<file path="src/rtl/hazard_detection_unit_pkg.sv">
`default_nettype none
// ============================================================================
// Module      : hazard_detection_unit_pkg
// Description : Shared types for the hazard detection unit: FSM state
//               encoding, register-address width and the destination tag
//               carried through the ID/EX, EX/MEM and MEM/WB stages.
// Revision    : 1.0 - initial release
// ============================================================================
package hazard_detection_unit_pkg;

  localparam int REG_ADDR_W = 5;

  typedef enum logic [0:0] {
    ST_RUN    = 1'b0,
    ST_LSTALL = 1'b1
  } state_t;

  typedef struct packed {
    logic [REG_ADDR_W-1:0] rd;
    logic                  regwrite;
    logic                  memread;
  } tag_t;

  localparam tag_t c_TAG_NONE = '{rd: '0, regwrite: 1'b0, memread: 1'b0};

endpackage : hazard_detection_unit_pkg
`default_nettype wire

</file>
<file path="src/rtl/hazard_detection_unit_tag_pipe.sv">
`default_nettype none
// ============================================================================
// Module      : hazard_tag_pipe
// Description : Three-stage shift register of destination tags mirroring
//               the ID/EX, EX/MEM and MEM/WB pipeline registers.
// Ports       : clk, rst      - clock, asynchronous active-high reset
//               i_en          - advance enable (low while the pipe is frozen)
//               i_id_tag      - tag entering ID/EX (already bubbled/flushed)
//               o_id_ex       - tag held in ID/EX
//               o_ex_mem      - tag held in EX/MEM
//               o_mem_wb      - tag held in MEM/WB
// Revision    : 1.0 - initial release
// ============================================================================
import hazard_detection_unit_pkg::*;

module hazard_tag_pipe (
  input  logic clk,
  input  logic rst,
  input  logic i_en,
  input  tag_t i_id_tag,
  output tag_t o_id_ex,
  output tag_t o_ex_mem,
  output tag_t o_mem_wb
);

  tag_t r_id_ex;
  tag_t r_ex_mem;
  tag_t r_mem_wb;

  always_ff @(posedge clk or posedge rst) begin
    if (rst) begin
      r_id_ex  <= c_TAG_NONE;
      r_ex_mem <= c_TAG_NONE;
      r_mem_wb <= c_TAG_NONE;
    end else if (i_en) begin
      r_mem_wb <= r_ex_mem;
      r_ex_mem <= r_id_ex;
      r_id_ex  <= i_id_tag;
    end
  end

  assign o_id_ex  = r_id_ex;
  assign o_ex_mem = r_ex_mem;
  assign o_mem_wb = r_mem_wb;

endmodule : hazard_tag_pipe
`default_nettype wire

</file>
<file path="src/rtl/hazard_detection_unit.sv">
`default_nettype none
// ============================================================================
// Module      : hazard_detection_unit
// Description : Load-use hazard detection and pipeline control for a 5-stage
//               RV32 core. Tracks destination tags for in-flight instructions
//               and exports the EX/MEM and MEM/WB tags for the bypass muxes.
// Ports       : clk, rst                 - clock, async active-high reset
//               IF_ID_rs1/rs2, use_rs1/2 - source operands of the ID instr
//               ID_rd/regwrite/memread   - destination info of the ID instr
//               branch_taken             - taken branch resolved in EX
//               mem_stall                - D-cache not ready
//               stall/bubble/flush/freeze- pipeline control (combinational)
//               EX_MEM_*, MEM_WB_*       - tags for the bypass control
//               stall_cycles             - saturating load-use stall count
// Revision    : 1.0 - initial release
// ============================================================================
import hazard_detection_unit_pkg::*;

module hazard_detection_unit #(
  parameter int LOAD_USE_BUBBLES = 1,
  parameter int PERF_W           = 16
) (
  input  logic                  clk,
  input  logic                  rst,
  input  logic [REG_ADDR_W-1:0] IF_ID_rs1,
  input  logic [REG_ADDR_W-1:0] IF_ID_rs2,
  input  logic                  IF_ID_use_rs1,
  input  logic                  IF_ID_use_rs2,
  input  logic [REG_ADDR_W-1:0] ID_rd,
  input  logic                  ID_regwrite,
  input  logic                  ID_memread,
  input  logic                  branch_taken,
  input  logic                  mem_stall,
  output logic                  stall,
  output logic                  bubble,
  output logic                  flush,
  output logic                  freeze,
  output logic [REG_ADDR_W-1:0] EX_MEM_rd,
  output logic                  EX_MEM_regwrite,
  output logic [REG_ADDR_W-1:0] MEM_WB_rd,
  output logic                  MEM_WB_regwrite,
  output logic [PERF_W-1:0]     stall_cycles
);

  localparam int         c_CNT_W    = 2;
  localparam bit         c_MULTI    = (LOAD_USE_BUBBLES > 1);
  // Extra LSTALL cycles after the first stall cycle, minus one (cnt==0 is the last).
  localparam logic [1:0] c_CNT_INIT = c_MULTI ? c_CNT_W'(LOAD_USE_BUBBLES - 2) : 2'd0;

  state_t               r_state;
  state_t               w_state_nxt;
  logic [c_CNT_W-1:0]   r_cnt;
  logic [c_CNT_W-1:0]   w_cnt_nxt;
  logic [PERF_W-1:0]    r_stall_cycles;

  logic                 w_stall;
  logic                 w_bubble;
  logic                 w_flush;
  logic                 w_freeze;
  logic                 w_hazard;

  tag_t                 w_id_tag;
  tag_t                 w_id_ex;
  tag_t                 w_ex_mem;
  tag_t                 w_mem_wb;
  logic                 w_unused;

  assign w_freeze = mem_stall & ~rst;

  assign w_hazard = w_id_ex.memread && (w_id_ex.rd != '0) &&
                    ((IF_ID_use_rs1 && (w_id_ex.rd == IF_ID_rs1)) ||
                     (IF_ID_use_rs2 && (w_id_ex.rd == IF_ID_rs2)));

  // Priority: reset > mem_stall > branch_taken > load-use / LSTALL.
  always_comb begin
    w_stall     = 1'b0;
    w_bubble    = 1'b0;
    w_flush     = 1'b0;
    w_state_nxt = r_state;
    w_cnt_nxt   = r_cnt;
    if (!rst && !mem_stall) begin
      if (branch_taken) begin
        // The ID instruction is squashed, so its load-use check is moot.
        w_flush     = 1'b1;
        w_bubble    = 1'b1;
        w_state_nxt = ST_RUN;
      end else begin
        case (r_state)
          ST_RUN: begin
            if (w_hazard) begin
              w_stall  = 1'b1;
              w_bubble = 1'b1;
              if (c_MULTI) begin
                w_state_nxt = ST_LSTALL;
                w_cnt_nxt   = c_CNT_INIT;
              end
            end
          end
          ST_LSTALL: begin
            w_stall  = 1'b1;
            w_bubble = 1'b1;
            if (r_cnt == '0) begin
              w_state_nxt = ST_RUN;
            end else begin
              w_cnt_nxt = r_cnt - 2'd1;
            end
          end
          default: w_state_nxt = ST_RUN;
        endcase
      end
    end
  end

  always_ff @(posedge clk or posedge rst) begin
    if (rst) begin
      r_state <= ST_RUN;
      r_cnt   <= '0;
    end else begin
      r_state <= w_state_nxt;
      r_cnt   <= w_cnt_nxt;
    end
  end

  // w_stall is already low while frozen, so no explicit freeze term is needed.
  always_ff @(posedge clk or posedge rst) begin
    if (rst) begin
      r_stall_cycles <= '0;
    end else if (w_stall && (r_stall_cycles != '1)) begin
      r_stall_cycles <= r_stall_cycles + PERF_W'(1);
    end
  end

  always_comb begin
    w_id_tag = c_TAG_NONE;
    if (!(w_bubble || w_flush)) begin
      w_id_tag.rd       = ID_rd;
      w_id_tag.regwrite = ID_regwrite;
      w_id_tag.memread  = ID_memread;
    end
  end

  hazard_tag_pipe u_tag_pipe (
    .clk      (clk),
    .rst      (rst),
    .i_en     (~w_freeze),
    .i_id_tag (w_id_tag),
    .o_id_ex  (w_id_ex),
    .o_ex_mem (w_ex_mem),
    .o_mem_wb (w_mem_wb)
  );

  // Only ID/EX needs the load flag; later stages carry it for symmetry.
  assign w_unused = ^{w_ex_mem.memread, w_mem_wb.memread};

  assign stall           = w_stall;
  assign bubble          = w_bubble;
  assign flush           = w_flush;
  assign freeze          = w_freeze;
  assign EX_MEM_rd       = w_ex_mem.rd;
  assign EX_MEM_regwrite = w_ex_mem.regwrite;
  assign MEM_WB_rd       = w_mem_wb.rd;
  assign MEM_WB_regwrite = w_mem_wb.regwrite;
  assign stall_cycles    = r_stall_cycles;

endmodule : hazard_detection_unit
`default_nettype wire

</file>
<file path="config.mk">
export PLATFORM = sky130hd
export DESIGN_NAME = hazard_detection_unit
export DESIGN_NICKNAME = d
export VERILOG_FILES = /design/src/rtl/hazard_detection_unit_pkg.sv /design/src/rtl/hazard_detection_unit_tag_pipe.sv /design/src/rtl/hazard_detection_unit.sv
export SDC_FILE = /design/constraint.sdc
export NUM_CORES = 1
export LEC_CHECK = 0
export CORE_ASPECT_RATIO = 0.75
export CORE_UTILIZATION = 30
export CTS_CLUSTER_SIZE = 12
export DETAILED_ROUTE_END_ITERATION = 8
export GPL_TIMING_DRIVEN = 0
export PLACE_DENSITY = 0.63
export SLEW_MARGIN = 30
export SYNTH_ARGS = -nofsm -noshare
export SYNTH_HDL_FRONTEND = slang
export SYNTH_HIERARCHICAL = 1
export SYNTH_SLANG_ARGS = --single-unit
</file>
<file path="constraint.sdc">
create_clock -name clk -period 4.5 [get_ports clk]
set_input_delay 0.9 -clock clk [delete_from_list [all_inputs] [get_ports clk]]
set_output_delay 0.9 -clock clk [all_outputs]
set_load 0.03 [all_outputs]
</file>
==> results of run 1 <==
[registers in the layout (all words and copies together), names as in the netlist]
signal and count:
stall_cycles 16, u_tag_pipe/o_id_ex 7, u_tag_pipe/o_ex_mem 6, u_tag_pipe/o_mem_wb 6
r_cnt 2, r_state 1
[power groups by stage]
stage	sequential (mW)	combinational (mW)	clock (mW)
2_1_floorplan	0.424	0.0760	0
3_3_place_gp	0.394	0.179	0
3_5_place_dp	0.394	0.180	0
4_1_cts	0.388	0.180	0.302
5_1_grt	0.392	0.190	0.318
6_report	0.388	0.178	0.293
[through the flow]
step / total power [mW] / cell area [um2] / hold slack (ns) / worst slack [ns] / utilization, %
6_report: 0.8594 / 2810 / 0.4718 / 0.5240 / 43.61
4_1_cts: 0.8699 / 2810 / 0.4807 / 0.4286 / 43.61
5_1_grt: 0.9007 / 2810 / 0.5195 / 0.3064 / 43.61
3_3_place_gp: 0.5731 / 2698 / 0.4615 / 0.4362 / 41.86
2_1_floorplan: 0.5001 / 2056 / 0.4465 / 1.613 / -
3_5_place_dp: 0.5744 / 2698 / 0.4685 / 0.4297 / 41.86
[worst max-delay path, delay by kind of cell]
| kind | cells | cell delay [ns] |
|---|---|---|
| buffers and inverters | 4 | 1.43 |
| AO/OA/AOI/OAI | 2 | 0.36 |
| XOR/XNOR | 1 | 0.11 |
| AND/OR/NAND/NOR | 2 | 0.27 |
[final cells by class]
type | count | area [um2]
Timing Repair Buffer | 54 | 540.5
Buffer | 5 | 60.06
Inverter | 7 | 26.28
Clock buffer | 6 | 82.58
Sequential cell | 38 | 950.9
Clock inverter | 1 | 30.03
Multi-Input combinational cell | 114 | 1018
Tap cell | 81 | 101.3
Fill cell | 605 | 3633
[path summary, 6_finish.rpt]
kind	from	end	slack, ns	cells after the start
max	IF_ID_rs1[4]	stall	0.52	9
min	r_cnt[0]	r_cnt[0]	0.47	1
max reg2reg	u_tag_pipe/o_id_ex[6]	u_tag_pipe/o_id_ex[6]	2.60	8
min reg2reg	r_cnt[0]	r_cnt[0]	0.47	1
max in group asynchronous	rst	stall_cycles[10]	2.84	2
min in group asynchronous	rst	u_tag_pipe/o_id_ex[5]	1.18	2
[routing by layer]
metal	up-vias	GRT usage, %
li1	686	-
met1	693	19.05
met2	25	18.73
met3	5	3.140
met4	0	5.392
met5	-	0
==> impl_metrics.yaml, run 1 <==
setup_path:
  critPathMostFrequentCell: "clkdlybuf4s50_1"
  timing.critical_path.from_type: "primary input"
  critical_path_cell_by_cell: "clkdlybuf4s50_1 > xnor2_1 > nand4_1 > o22ai_1 > a31o_1 > buf_6 > buf_8 > and2_1 > clkdlybuf4s50_1"
  critical_path_rt_ns: 3.60
  timing.critical_path.to_type: "output pin"
  cp_slowest_cell: "clkdlybuf4s50_1"
  worstSetupPathType: "in -> out"
  crit_arrival_ns: 3.08
  delay_contributed_by_the_slowest_stage_of_the_critical_path_ns: 0.67
  largest_fanout_of_any_net_on_the_critical_path: 10
pwr:
  power.density_nw_per_um2: 305.8
  cellInternalPower_uw: 640.4
  worst_ir_drop_vdd_v: 0.0001612
  combPwrFrac_pct: 20.7
  switching_power_of_the_nets_uw: 219.0
  p_leak_nw: 1.186
  share_clk_of_total_power_pct: 34.1
  sequential_share_of_power_pct: 45.2
  sw_frac_of_total_pct: 25.48
drt:
  routed_wl_um: 4255
  detail_route.wl_per_cell_um: 13.91
  wl_met2_um: 1867
  vias_per_cell: 4.605
  drtAntennaViolNets: 0
  wl_met1_um: 2181
  routed-via-count: 1409
  top_layer_used: "met4"
  drt-initial-drc-count: 43
  drt_pre_antenna_iters: 4
  met3WireLength_um: 141
  drc: 0
timing:
  slew_headroom_pct: 49.66
  grt_setup_unrepaired: "false"
  layout_min_cycle_time_ns: 3.976
  post-route-period-util_pct: 88.35
  totalNegativeSetupSlack_ns: 0
  worst_slew_pin_slew_ns: 0.7542
  timing.final.setup_violations: 0
  maxSlewViolCount: 0
  finalHoldViolCount: 0
  timing.fmax_ghz: 0.2515
  clock_skew_ns: 0.007443
final_layout:
  most-common-layout-cells: "clkdlybuf4s50_1 (54), dfrtp_1 (38), xnor2_1 (25)"
  antenna_cells: 0
  ratio_of_cells_with_drive_above_1_in_the_final_layout_pct: 23.56
  mostFrequentLayoutCell: "clkdlybuf4s50_1"
  layout.nets: 250
  final_cell_count_no_fill: 306
  area_growth_syn_to_layout_pct: 36.70
cts:
  htreeDepth: 2
  cts.repair_timing.setup_buffer_count: 0
  post_cts_resize_count: 0
  cts_max_path_buffers: 2
  clock-sinks: 38
  worstSkewPairLatency_ns: 0.29
  cts_hold_buf: 0
  path_clk_slew_ns: 0.07
  cts_made_buffers: 5
  root_buffer: "clkbuf_8"
  tritoncts: "done"
place:
  gpl.final_weighted_congestion: 0.7456
  port_bufs: 54
  detailed_place_hpwl_um: 3260
  post-place-cells: 299
grt:
  grt_pass1_wl_um: 7238
  pin_count_of_the_biggest_net_entering_global_routing: 21
  globalRouteTotalUtil_pct: 13.15
  global_route.overflow_total: 0
  first_global_vias: 1377
  antenna_found_initial: 0
floorplan:
  dieWidth_um: 97.59
  boundaryPins: 55
  num_rows: 25
  die_height_um: 73.69
  initial_core_util_pct: 31.90
  design.core.area_um2: 6444
  die_outline_area_um2: 7191
synth:
  syn_area_per_cell_um2: 12.53
  yosys_warnings: 6
  syn-cell-area_um2: 2056
  mappedNetlistNets: 189
  syn-instance-count: 164
worst_hold_path:
  hold_class: "reg -> reg"
run_status:
  run_status: "complete, no violations"
flow_run:
  timing.max_cap.violations: 0
(Power assumes the default switching activity.)
==> inputs of run 2 (changes only) <==
Settings changed: CELL_PAD_IN_SITES_DETAIL_PLACEMENT set to 0, CELL_PAD_IN_SITES_GLOBAL_PLACEMENT set to 1, PLACE_DENSITY 0.63 to 0.73.
==> impl_metrics.yaml, run 2 (synthesized netlist as in run 1, its figures left out) <==
run_status:
  run_status: "complete, no violations"
timing:
  totalNegativeSetupSlack_ns: 0
  layout_min_cycle_time_ns: 4.008
  finalHoldViolCount: 0
  worst_slew_pin_slew_ns: 0.7936
  maxSlewViolCount: 0
  clock_skew_ns: 0.009733
  timing.final.setup_violations: 0
  timing.fmax_ghz: 0.2495
  post-route-period-util_pct: 89.06
  grt_setup_unrepaired: "false"
  worst_slack_on_hold_paths_ns: 0.4853
  slew_headroom_pct: 47.04
drt:
  drtAntennaViolNets: 0
  drt_pre_antenna_iters: 5
  detail_route.wl_per_cell_um: 13.93
  drc: 0
  vias_per_cell: 4.508
  drt-initial-drc-count: 35
  routed-via-count: 1384
  routed_wl_um: 4276
pwr:
  p_total_uw: 803.6
  power.density_nw_per_um2: 288.1
  worst_ir_drop_vdd_v: 0.00009707
  p_leak_nw: 1.177
worst_hold_path:
  min_to: "r_cnt[0]"
  min_delay_path_depth: 1
  min-delay-start: "r_cnt[0]"
  hold_class: "reg -> reg"
grt:
  gr-usage-met2_pct: 19.19
  grt_pass1_wl_um: 7127
  antenna_found_initial: 0
  gr-usage-met3_pct: 3.711
  routing_usage_on_met1_pct: 18.10
  globalRouteTotalUtil_pct: 12.88
  global_route.overflow_total: 0
  pin_count_of_the_biggest_net_entering_global_routing: 21
  grt.busiest_layer: "met2"
  first_global_vias: 1401
setup_path:
  timing.critical_path.to_type: "output pin"
  critical_path_rt_ns: 3.60
  worstSetupStartpoint: "rst"
  critical_path_cell_by_cell: "clkdlybuf4s50_1 > inv_1 > nand2_1 > inv_1 > clkdlybuf4s50_1"
  crit_arrival_ns: 3.11
  reg2reg_depth: 8
  worstSetupPathType: "in -> out"
  critPathTopFamily: "buffers and inverters"
  delay_contributed_by_the_slowest_stage_of_the_critical_path_ns: 0.67
  r2r_setup_slack_ns: 2.54
  largest_fanout_of_any_net_on_the_critical_path: 20
  timing.critical_path.from_type: "primary input"
  end_of_the_worst_register_to_register_path: "u_tag_pipe/o_id_ex[3]"
  reg2reg_from: "u_tag_pipe/o_id_ex[6]"
  crit_buf_inv: 4
  cp_slowest_cell: "clkdlybuf4s50_1"
place:
  port_bufs: 54
  detailed_place_hpwl_um: 3348
  gpl.final_weighted_congestion: 0.7304
floorplan:
  dieWidth_um: 97.59
  die_outline_area_um2: 7191
  boundaryPins: 55
  initial_core_util_pct: 31.90
  die_height_um: 73.69
  num_rows: 25
  design.core.area_um2: 6444
cts:
  worstSkewPairLatency_ns: 0.28
  path_clk_slew_ns: 0.07
  cts.repair_timing.setup_buffer_count: 0
  post_cts_resize_count: 0
  root_buffer: "clkbuf_8"
  tritoncts: "done"
  cts_made_buffers: 5
  cts_max_path_buffers: 2
  cts_hold_buf: 0
  clock-sinks: 38
  htreeDepth: 2
final_layout:
  num-fill-cells: 626
  utilization_pct: 43.28
  ratio_of_cells_with_drive_above_1_in_the_final_layout_pct: 23.45
  layout.nets: 250
  antenna_cells: 0
  area_growth_syn_to_layout_pct: 35.67
  mostFrequentLayoutCell: "clkdlybuf4s50_1"
  most-common-layout-cells: "clkdlybuf4s50_1 (54), dfrtp_1 (38), xnor2_1 (25)"
  flip_flop_count_of_the_largest_register_after_layout: 16
flow_run:
  timing.max_cap.violations: 0
-- run 2: worst max path at each step --
stage             end  slack (ns)  depth (start not counted)
6_report       freeze        0.49                          5
4_1_cts        freeze        0.44                          5
3_5_place_dp   freeze        0.44                          5
2_1_floorplan   stall        1.61                          7
5_1_grt        freeze        0.27                          5
3_3_place_gp   freeze        0.42                          5
-- run 2: routing by layer --
layer / part of all wire, % / up-vias
met5: 0 / -
met4: 0.80 / 0
met3: 2.8 / 2
met2: 44 / 22
met1: 52 / 667
li1: - / 693
-- run 2: cell type report --
type / count / area (um2) / area share, %
clock inverters: 1 / 5.005 / 0.1795
plain buffers: 5 / 60.06 / 2.153
clock buffers: 7 / 86.33 / 3.096
inverters: 7 / 26.28 / 0.9421
repair buffers: 54 / 540.5 / 19.38
flip-flops and latches: 38 / 950.9 / 34.10
well taps: 81 / 101.3 / 3.634
multi-input cells: 114 / 1018 / 36.52
-- run 2: through the flow --
step | setup WS (ns) | area [um2] | cells
after floorplan | 1.613 | 2056 | 164
after global routing | 0.2669 | 2789 | 307
after detailed placement | 0.4416 | 2698 | 299
final | 0.4922 | 2789 | 307
after global placement | 0.4179 | 2698 | 299
after CTS | 0.4372 | 2789 | 307
-- run 2: report_power, final --
part,leakage (nW),internal (mW),switching (mW)
logic,0.641,0.0981,0.0801
registers,0.488,0.365,0.0232
clock network,0.0482,0.124,0.114
total,1.18,0.587,0.217
==> inputs of run 3 (changes only) <==
Clock period 4.5 ns to 4.4 ns, I/O delays scaled along.
==> results of run 3 <==
The final DEF is identical to that of run 2. Status: complete, no violations.
Main changes from that run: setup slack after placement 0.4416 ns -> 0.3816 ns; setup slack after layout 0.4922 ns -> 0.4322 ns; register-to-register setup slack 2.54 ns -> 2.44 ns; total power 0.8036 mW -> 0.8219 mW; worst IR drop on VDD 0.00009707 V -> 0.00009928 V
